$ cat src/rtl/spi_note_transmitter_if.sv
// Note-event valid/ready port for spi_note_transmitter.
// master = event producer, slave = transmitter.
interface spi_note_transmitter_if;
    logic       ev_valid;
    logic       ev_ready;
    logic       ev_note_on;
    logic [7:0] ev_voice;
    logic [6:0] ev_note;
    logic [6:0] ev_velocity;

    modport master (
        output ev_valid, ev_note_on, ev_voice, ev_note, ev_velocity,
        input  ev_ready
    );

    modport slave (
        input  ev_valid, ev_note_on, ev_voice, ev_note, ev_velocity,
        output ev_ready
    );
endinterface

$ cat src/rtl/spi_note_transmitter.sv
// SPI mode-0 master that serialises queued note events into
// 0x90/voice/note/vel (note-on) or 0x80/voice (note-off) byte streams.
module spi_note_transmitter #(
    parameter int CLK_DIV    = 4,
    parameter int GAP_CYCLES = 16,
    parameter int FIFO_DEPTH = 4
) (
    input  logic                          clk,
    input  logic                          reset,
    spi_note_transmitter_if.slave         ev,
    output logic                          SPI_sclk,
    output logic                          SPI_mosi,
    output logic                          SPI_cs_n,
    output logic                          busy,
    output logic [$clog2(FIFO_DEPTH):0]   fifo_count,
    output logic                          msg_sent
);

    localparam int AW      = $clog2(FIFO_DEPTH);
    localparam int CNT_MAX = (CLK_DIV > GAP_CYCLES) ? CLK_DIV : GAP_CYCLES;
    localparam int CW      = $clog2(CNT_MAX) + 1;
    localparam logic [CW-1:0] DIV_LAST = CW'(CLK_DIV - 1);
    localparam logic [CW-1:0] GAP_LAST = CW'(GAP_CYCLES - 1);

    typedef enum logic [2:0] {IDLE, LOAD, LOW, HIGH, GAP} state_t;

    state_t state, state_n;

    logic [22:0]   mem [FIFO_DEPTH];
    logic [AW-1:0] wr_ptr, rd_ptr;
    logic [AW:0]   count;
    logic          full, empty, push, pop;

    logic          msg_on;
    logic [7:0]    msg_voice;
    logic [6:0]    msg_note, msg_vel;
    logic [1:0]    byte_idx;
    logic [7:0]    shreg, cur_byte;
    logic [2:0]    bit_cnt;
    logic [CW-1:0] cnt;
    logic          low_done, gap_done, last_byte;

    logic sclk_n, mosi_n, cs_n_n, busy_n, msg_n;

    assign full        = (count == (AW+1)'(FIFO_DEPTH));
    assign empty       = (count == '0);
    assign ev.ev_ready = !full && !reset;
    assign push        = ev.ev_valid && ev.ev_ready;
    assign pop         = (state == IDLE) && !empty;
    assign fifo_count  = count;

    always_ff @(posedge clk) begin
        if (push)
            mem[wr_ptr] <= {ev.ev_note_on, ev.ev_voice, ev.ev_note, ev.ev_velocity};
    end

    always_ff @(posedge clk) begin
        if (reset) begin
            wr_ptr <= '0;
            rd_ptr <= '0;
            count  <= '0;
        end else begin
            if (push) wr_ptr <= wr_ptr + 1'b1;
            if (pop)  rd_ptr <= rd_ptr + 1'b1;
            case ({push, pop})
                2'b10:   count <= count + 1'b1;
                2'b01:   count <= count - 1'b1;
                default: count <= count;
            endcase
        end
    end

    always_comb begin
        unique case (byte_idx)
            2'd0: cur_byte = msg_on ? 8'h90 : 8'h80;
            2'd1: cur_byte = msg_voice;
            2'd2: cur_byte = {1'b0, msg_note};
            2'd3: cur_byte = {1'b0, msg_vel};
        endcase
    end

    assign low_done  = (cnt == DIV_LAST);
    assign gap_done  = (cnt == GAP_LAST);
    assign last_byte = (byte_idx == (msg_on ? 2'd3 : 2'd1));

    always_ff @(posedge clk) begin
        if (reset) state <= IDLE;
        else       state <= state_n;
    end

    always_comb begin
        state_n = state;
        unique case (state)
            IDLE: if (!empty) state_n = LOAD;
            LOAD: state_n = LOW;
            LOW:  if (low_done) state_n = HIGH;
            HIGH: if (low_done) state_n = (bit_cnt == 3'd0) ? GAP : LOW;
            GAP:  if (gap_done) state_n = last_byte ? IDLE : LOAD;
            default: state_n = IDLE;
        endcase
    end

    always_ff @(posedge clk) begin
        if (reset) begin
            cnt       <= '0;
            byte_idx  <= '0;
            bit_cnt   <= '0;
            shreg     <= '0;
            msg_on    <= 1'b0;
            msg_voice <= '0;
            msg_note  <= '0;
            msg_vel   <= '0;
        end else begin
            cnt <= (state_n == state) ? cnt + 1'b1 : '0;
            if (pop) begin
                {msg_on, msg_voice, msg_note, msg_vel} <= mem[rd_ptr];
                byte_idx <= '0;
            end
            if (state == LOAD) begin
                shreg   <= cur_byte;
                bit_cnt <= 3'd7;
            end
            if (state == HIGH && low_done && bit_cnt != 3'd0) begin
                shreg   <= {shreg[6:0], 1'b0};
                bit_cnt <= bit_cnt - 1'b1;
            end
            if (state == GAP && gap_done && !last_byte)
                byte_idx <= byte_idx + 1'b1;
        end
    end

    always_comb begin
        sclk_n = 1'b0;
        mosi_n = 1'b0;
        cs_n_n = 1'b1;
        msg_n  = 1'b0;
        busy_n = !empty || (state != IDLE);
        unique case (state)
            LOAD: begin
                cs_n_n = 1'b0;
                mosi_n = cur_byte[7];
            end
            LOW: begin
                cs_n_n = 1'b0;
                mosi_n = shreg[7];
            end
            HIGH: begin
                cs_n_n = 1'b0;
                sclk_n = 1'b1;
                mosi_n = shreg[7];
            end
            GAP:  msg_n = gap_done && last_byte;
            default: ;
        endcase
    end

    // Registered pins: every SPI edge lags its state by exactly one cycle.
    always_ff @(posedge clk) begin
        if (reset) begin
            SPI_sclk <= 1'b0;
            SPI_mosi <= 1'b0;
            SPI_cs_n <= 1'b1;
            busy     <= 1'b0;
            msg_sent <= 1'b0;
        end else begin
            SPI_sclk <= sclk_n;
            SPI_mosi <= mosi_n;
            SPI_cs_n <= cs_n_n;
            busy     <= busy_n;
            msg_sent <= msg_n;
        end
    end

endmodule

$ cat src/flat_wrapper.sv
// flat-port wrapper written by rule: the top's interface ports become plain ports
module spi_note_transmitter_flat 
#(
    parameter int CLK_DIV    = 4,
    parameter int GAP_CYCLES = 16,
    parameter int FIFO_DEPTH = 4
)
  (clk, reset, SPI_sclk, SPI_mosi, SPI_cs_n, busy, fifo_count, msg_sent, ev_ev_valid, ev_ev_note_on, ev_ev_voice, ev_ev_note, ev_ev_velocity, ev_ev_ready);
  spi_note_transmitter_if ev_i ();
  input  logic clk;
  input  logic reset;
  output logic SPI_sclk;
  output logic SPI_mosi;
  output logic SPI_cs_n;
  output logic busy;
  output logic [$clog2(FIFO_DEPTH):0] fifo_count;
  output logic msg_sent;
  input wire logic [$bits(ev_i.ev_valid)-1:0] ev_ev_valid;
  input wire logic [$bits(ev_i.ev_note_on)-1:0] ev_ev_note_on;
  input wire logic [$bits(ev_i.ev_voice)-1:0] ev_ev_voice;
  input wire logic [$bits(ev_i.ev_note)-1:0] ev_ev_note;
  input wire logic [$bits(ev_i.ev_velocity)-1:0] ev_ev_velocity;
  output wire logic [$bits(ev_i.ev_ready)-1:0] ev_ev_ready;
  assign ev_i.ev_valid = ev_ev_valid;
  assign ev_i.ev_note_on = ev_ev_note_on;
  assign ev_i.ev_voice = ev_ev_voice;
  assign ev_i.ev_note = ev_ev_note;
  assign ev_i.ev_velocity = ev_ev_velocity;
  assign ev_ev_ready = ev_i.ev_ready;
  spi_note_transmitter #(.CLK_DIV(CLK_DIV), .GAP_CYCLES(GAP_CYCLES), .FIFO_DEPTH(FIFO_DEPTH)) u_core (.clk(clk), .reset(reset), .ev(ev_i), .SPI_sclk(SPI_sclk), .SPI_mosi(SPI_mosi), .SPI_cs_n(SPI_cs_n), .busy(busy), .fifo_count(fifo_count), .msg_sent(msg_sent));
endmodule
$ cat config.mk
export PLATFORM = sky130hd
export DESIGN_NAME = spi_note_transmitter_flat
export DESIGN_NICKNAME = d
export VERILOG_FILES = /design/src/rtl/spi_note_transmitter_if.sv /design/src/rtl/spi_note_transmitter.sv /design/src/flat_wrapper.sv
export SDC_FILE = /design/constraint.sdc
export NUM_CORES = 1
export LEC_CHECK = 0
export CAP_MARGIN = 40
export CORE_MARGIN = 1.5
export CORE_UTILIZATION = 41
export CTS_CLUSTER_DIAMETER = 30
export DETAILED_ROUTE_END_ITERATION = 8
export GPL_ROUTABILITY_DRIVEN = 0
export GPL_TIMING_DRIVEN = 0
export SLEW_MARGIN = 15
export SYNTH_ARGS = -nofsm -noshare
export SYNTH_HDL_FRONTEND = slang
export SYNTH_SLANG_ARGS = --single-unit
$ cat constraint.sdc
create_clock -name clk -period 2.9 [get_ports clk]
set_input_delay 0.435 -clock clk [delete_from_list [all_inputs] [get_ports clk]]
set_output_delay 0.435 -clock clk [all_outputs]
set_load 0.005 [all_outputs]
==> results.toml <==
[status]
status = "completed"

[timing]
slew_viol_final = 0
fin_ws_ns = 0.2403
min_period_ns = 2.660
tightest_slew_ns = 0.7034
fin_skew_ns = 0.01714
whs_ns = 0.4390
grt_setup_unrepaired = "false"
relSlewSlack_pct = 53.11
hold_violations = 0
fmax_mhz = 376.0
setup_viol = 0
period_share_pct = 91.71

[hold_path]
hold_class = "flop to flop"

[logic_synthesis]
yosys.area.top_type_share_pct = 47.42
synth_area_per_cell_um2 = 13.77
synthesis.area_um2 = 5826
yosys_warnings = 0
yosys-top-cells-count = "92 x edfxtp_1, 56 x dfxtp_1, 55 x nand2_1"
synth.most_common_cell = "edfxtp_1"
synth-edff-count = 92
synthDistinctLibCells = 47
synth_flop_cell = "edfxtp_1"
async_flop_share_pct = 0
synth_nets = 464
synth_top_area_cell = "edfxtp_1"
synthCells = 423
yosys-top-cells-area = "edfxtp_1 47%, dfxtp_1 19%, mux4_2 8.9%"
ys_seq_area_share_pct = 66.67
ys_ff_latch = 148

[global_route]
grt_pass1_vias = 3528
grt_overflow = 0
antenna_found_initial = 0
grt_pass1_wl_um = 17710
grt_start_max_net_pins = 24
grt_use_total_pct = 16.08

[pwr]
p_leak_nw = 2.322
finalPower_mw = 6.283
powerDensity_nw_per_um2 = 899.2
ir_drop_v = 0.0003722

[routing]
wirelength_um = 10720
drc_errors = 0
dr.first_iter.drc_count = 221
ant_nets = 0
via_count = 3468
via_per_inst = 5.184
wl_per_cell_um = 16.02
drt-pass1-iter-count = 4

[floorplanning]
rows = 43
start_util_pct = 41.97
chipHeight_um = 122.2
ios = 35
die_area_um2 = 14930
die_w_um = 122.2
core_area_um2 = 13880

[setup_path]
end_kind = "primary output"
crit_top_cell = "clkdlybuf4s50_1"
cp_cell_sequence = "clkdlybuf4s50_1, clkbuf_1, clkbuf_2, a21oi_1, clkdlybuf4s50_1"
cp.arrival_ns = 2.22
path_class = "input pin to primary output"
critPathLaunchType = "input pin"
path_delay_family = "buffers and inverters"
max_stage_delay_ns = 0.51
crit_slowest_cell = "clkdlybuf4s50_1"
cp_max_fo = 10
cp_data_required_time_ns = 2.47
critPathBufInv = 4

[final_layout]
final_util_pct = 50.33
area.growth.synth_to_final_pct = 19.93
drive_gt1_share_pct = 15.75
regArea_um2 = 3884
fill_cells = 1229
multiInputGateArea_um2 = 1780
diodes = 0
finish.net_count = 517

[cts]
ctsHoldBuffers = 0
cts.sink_count = 148
post-cts-setup-buffers = 0
insertion_delay_ns = 0.43
cts_tree = "built"
cts.clk_slew.worst_paths_ns = 0.05
clockBufferDepth = 2
root_buffer = "clkbuf_16"
cts_buffers = 17
cts_max_level = 4
cts_resized = 0

[placed_design]
portBuffers = 34
hpwl_um = 7093
place_ws_ns = -0.1442

[flow_run]
drv_cap = 0
-- kinds of logic after synthesis --
family	after synthesis	synth area share (%)
simple gates	116	9.536
flops	148	66.67
compound gates	72	7.324
xor+xnor	8	1.203
fa+ha+maj	15	3.351
buf+inv	41	3.028
mux	23	8.892
-- per-stage QoR --
stage	setup TNS, ns	instances	cell area, um^2
3_5_place_dp	-8.561	637	6396
5_1_grt	0	669	6987
2_1_floorplan	0	423	5826
4_1_cts	0	669	6975
3_3_place_gp	-45.59	637	6391
6_report	0	669	6987
-- flip-flops by register name, indices dropped and copies added (netlist names) --
signal / count
u_core.msg_on: 1
u_core.SPI_cs_n: 1
u_core.shreg: 8
u_core.busy: 1
u_core.bit_cnt: 3
u_core.SPI_sclk: 1
u_core.state: 3
u_core.wr_ptr: 2
u_core.fifo_count: 3
u_core.SPI_mosi: 1
u_core.cnt: 5
u_core.msg_note: 7
u_core.msg_sent: 1
u_core.byte_idx: 2
u_core.rd_ptr: 2
u_core.mem: 92
u_core.msg_voice: 8
u_core.msg_vel: 7
-- worst reg2reg max path, cell delays in order (launching register included) --
cell     delay [ns]
dfxtp_1        0.30
buf_2          0.17
nor3_2         0.34
nand2_4        0.13
inv_4          0.13
buf_2          0.24
ha_1           0.21
inv_1          0.06
fa_1           0.37
xor2_1         0.15
or3_1          0.30
a21oi_1        0.15
-- path summary, 6_finish.rpt --
| path | from | endpoint | slack [ns] | cells after the start |
|---|---|---|---|---|
| worst min register to register | u_core.cnt[0]$_SDFF_PP0_ | u_core.cnt[0]$_SDFF_PP0_ | 0.44 | 1 |
| worst min-delay path | u_core.cnt[0]$_SDFF_PP0_ | u_core.cnt[0]$_SDFF_PP0_ | 0.44 | 1 |
| worst max-delay path | reset | ev_ev_ready | 0.24 | 5 |
| worst max register to register | u_core.state[1]$_SDFF_PP0_ | u_core.fifo_count[2]$_SDFFE_PP0P_ | 0.28 | 11 |
-- power breakdown --
| group | internal [mW] | switching [mW] |
|---|---|---|
| Sequential | 2.52 | 0.150 |
| Clock | 1.27 | 0.861 |
| Combinational | 0.640 | 0.843 |
-- routing by layer --
metal	GRT usage, %	share of wire [%]	vias to the layer above
met3	5.009	3.7	14
met1	19.97	45	1723
met5	0	0	-
met2	26.47	50	51
li1	-	-	1680
met4	5.887	1.4	0
-- cell usage in the layout (no fill, tap or decap), drive strengths merged, types with 4 or more instances in the layout --
master	count
edfxtp	92
dfxtp	56
nand2	56
a21oi	45
clkdlybuf4s50	34
clkbuf	32
mux4	23
inv	21
nor2	18
ha	14
nor3	13
buf	10
o21ai	8
a222oi	6
clkinv	6
and2	4
xnor2	4
xor2	4
a211oi	4
or3	4
-- cell type report --
type,instances,share of cell area [%]
tap,180,3.223
timing repair buffer,34,4.871
clock inverter,14,2.149
sequential,148,55.59
multi-input combinational,234,25.48
buffer,24,1.594
inverter,17,0.9491
clock buffer,18,6.143
Power figures use the tool's default switching activity.
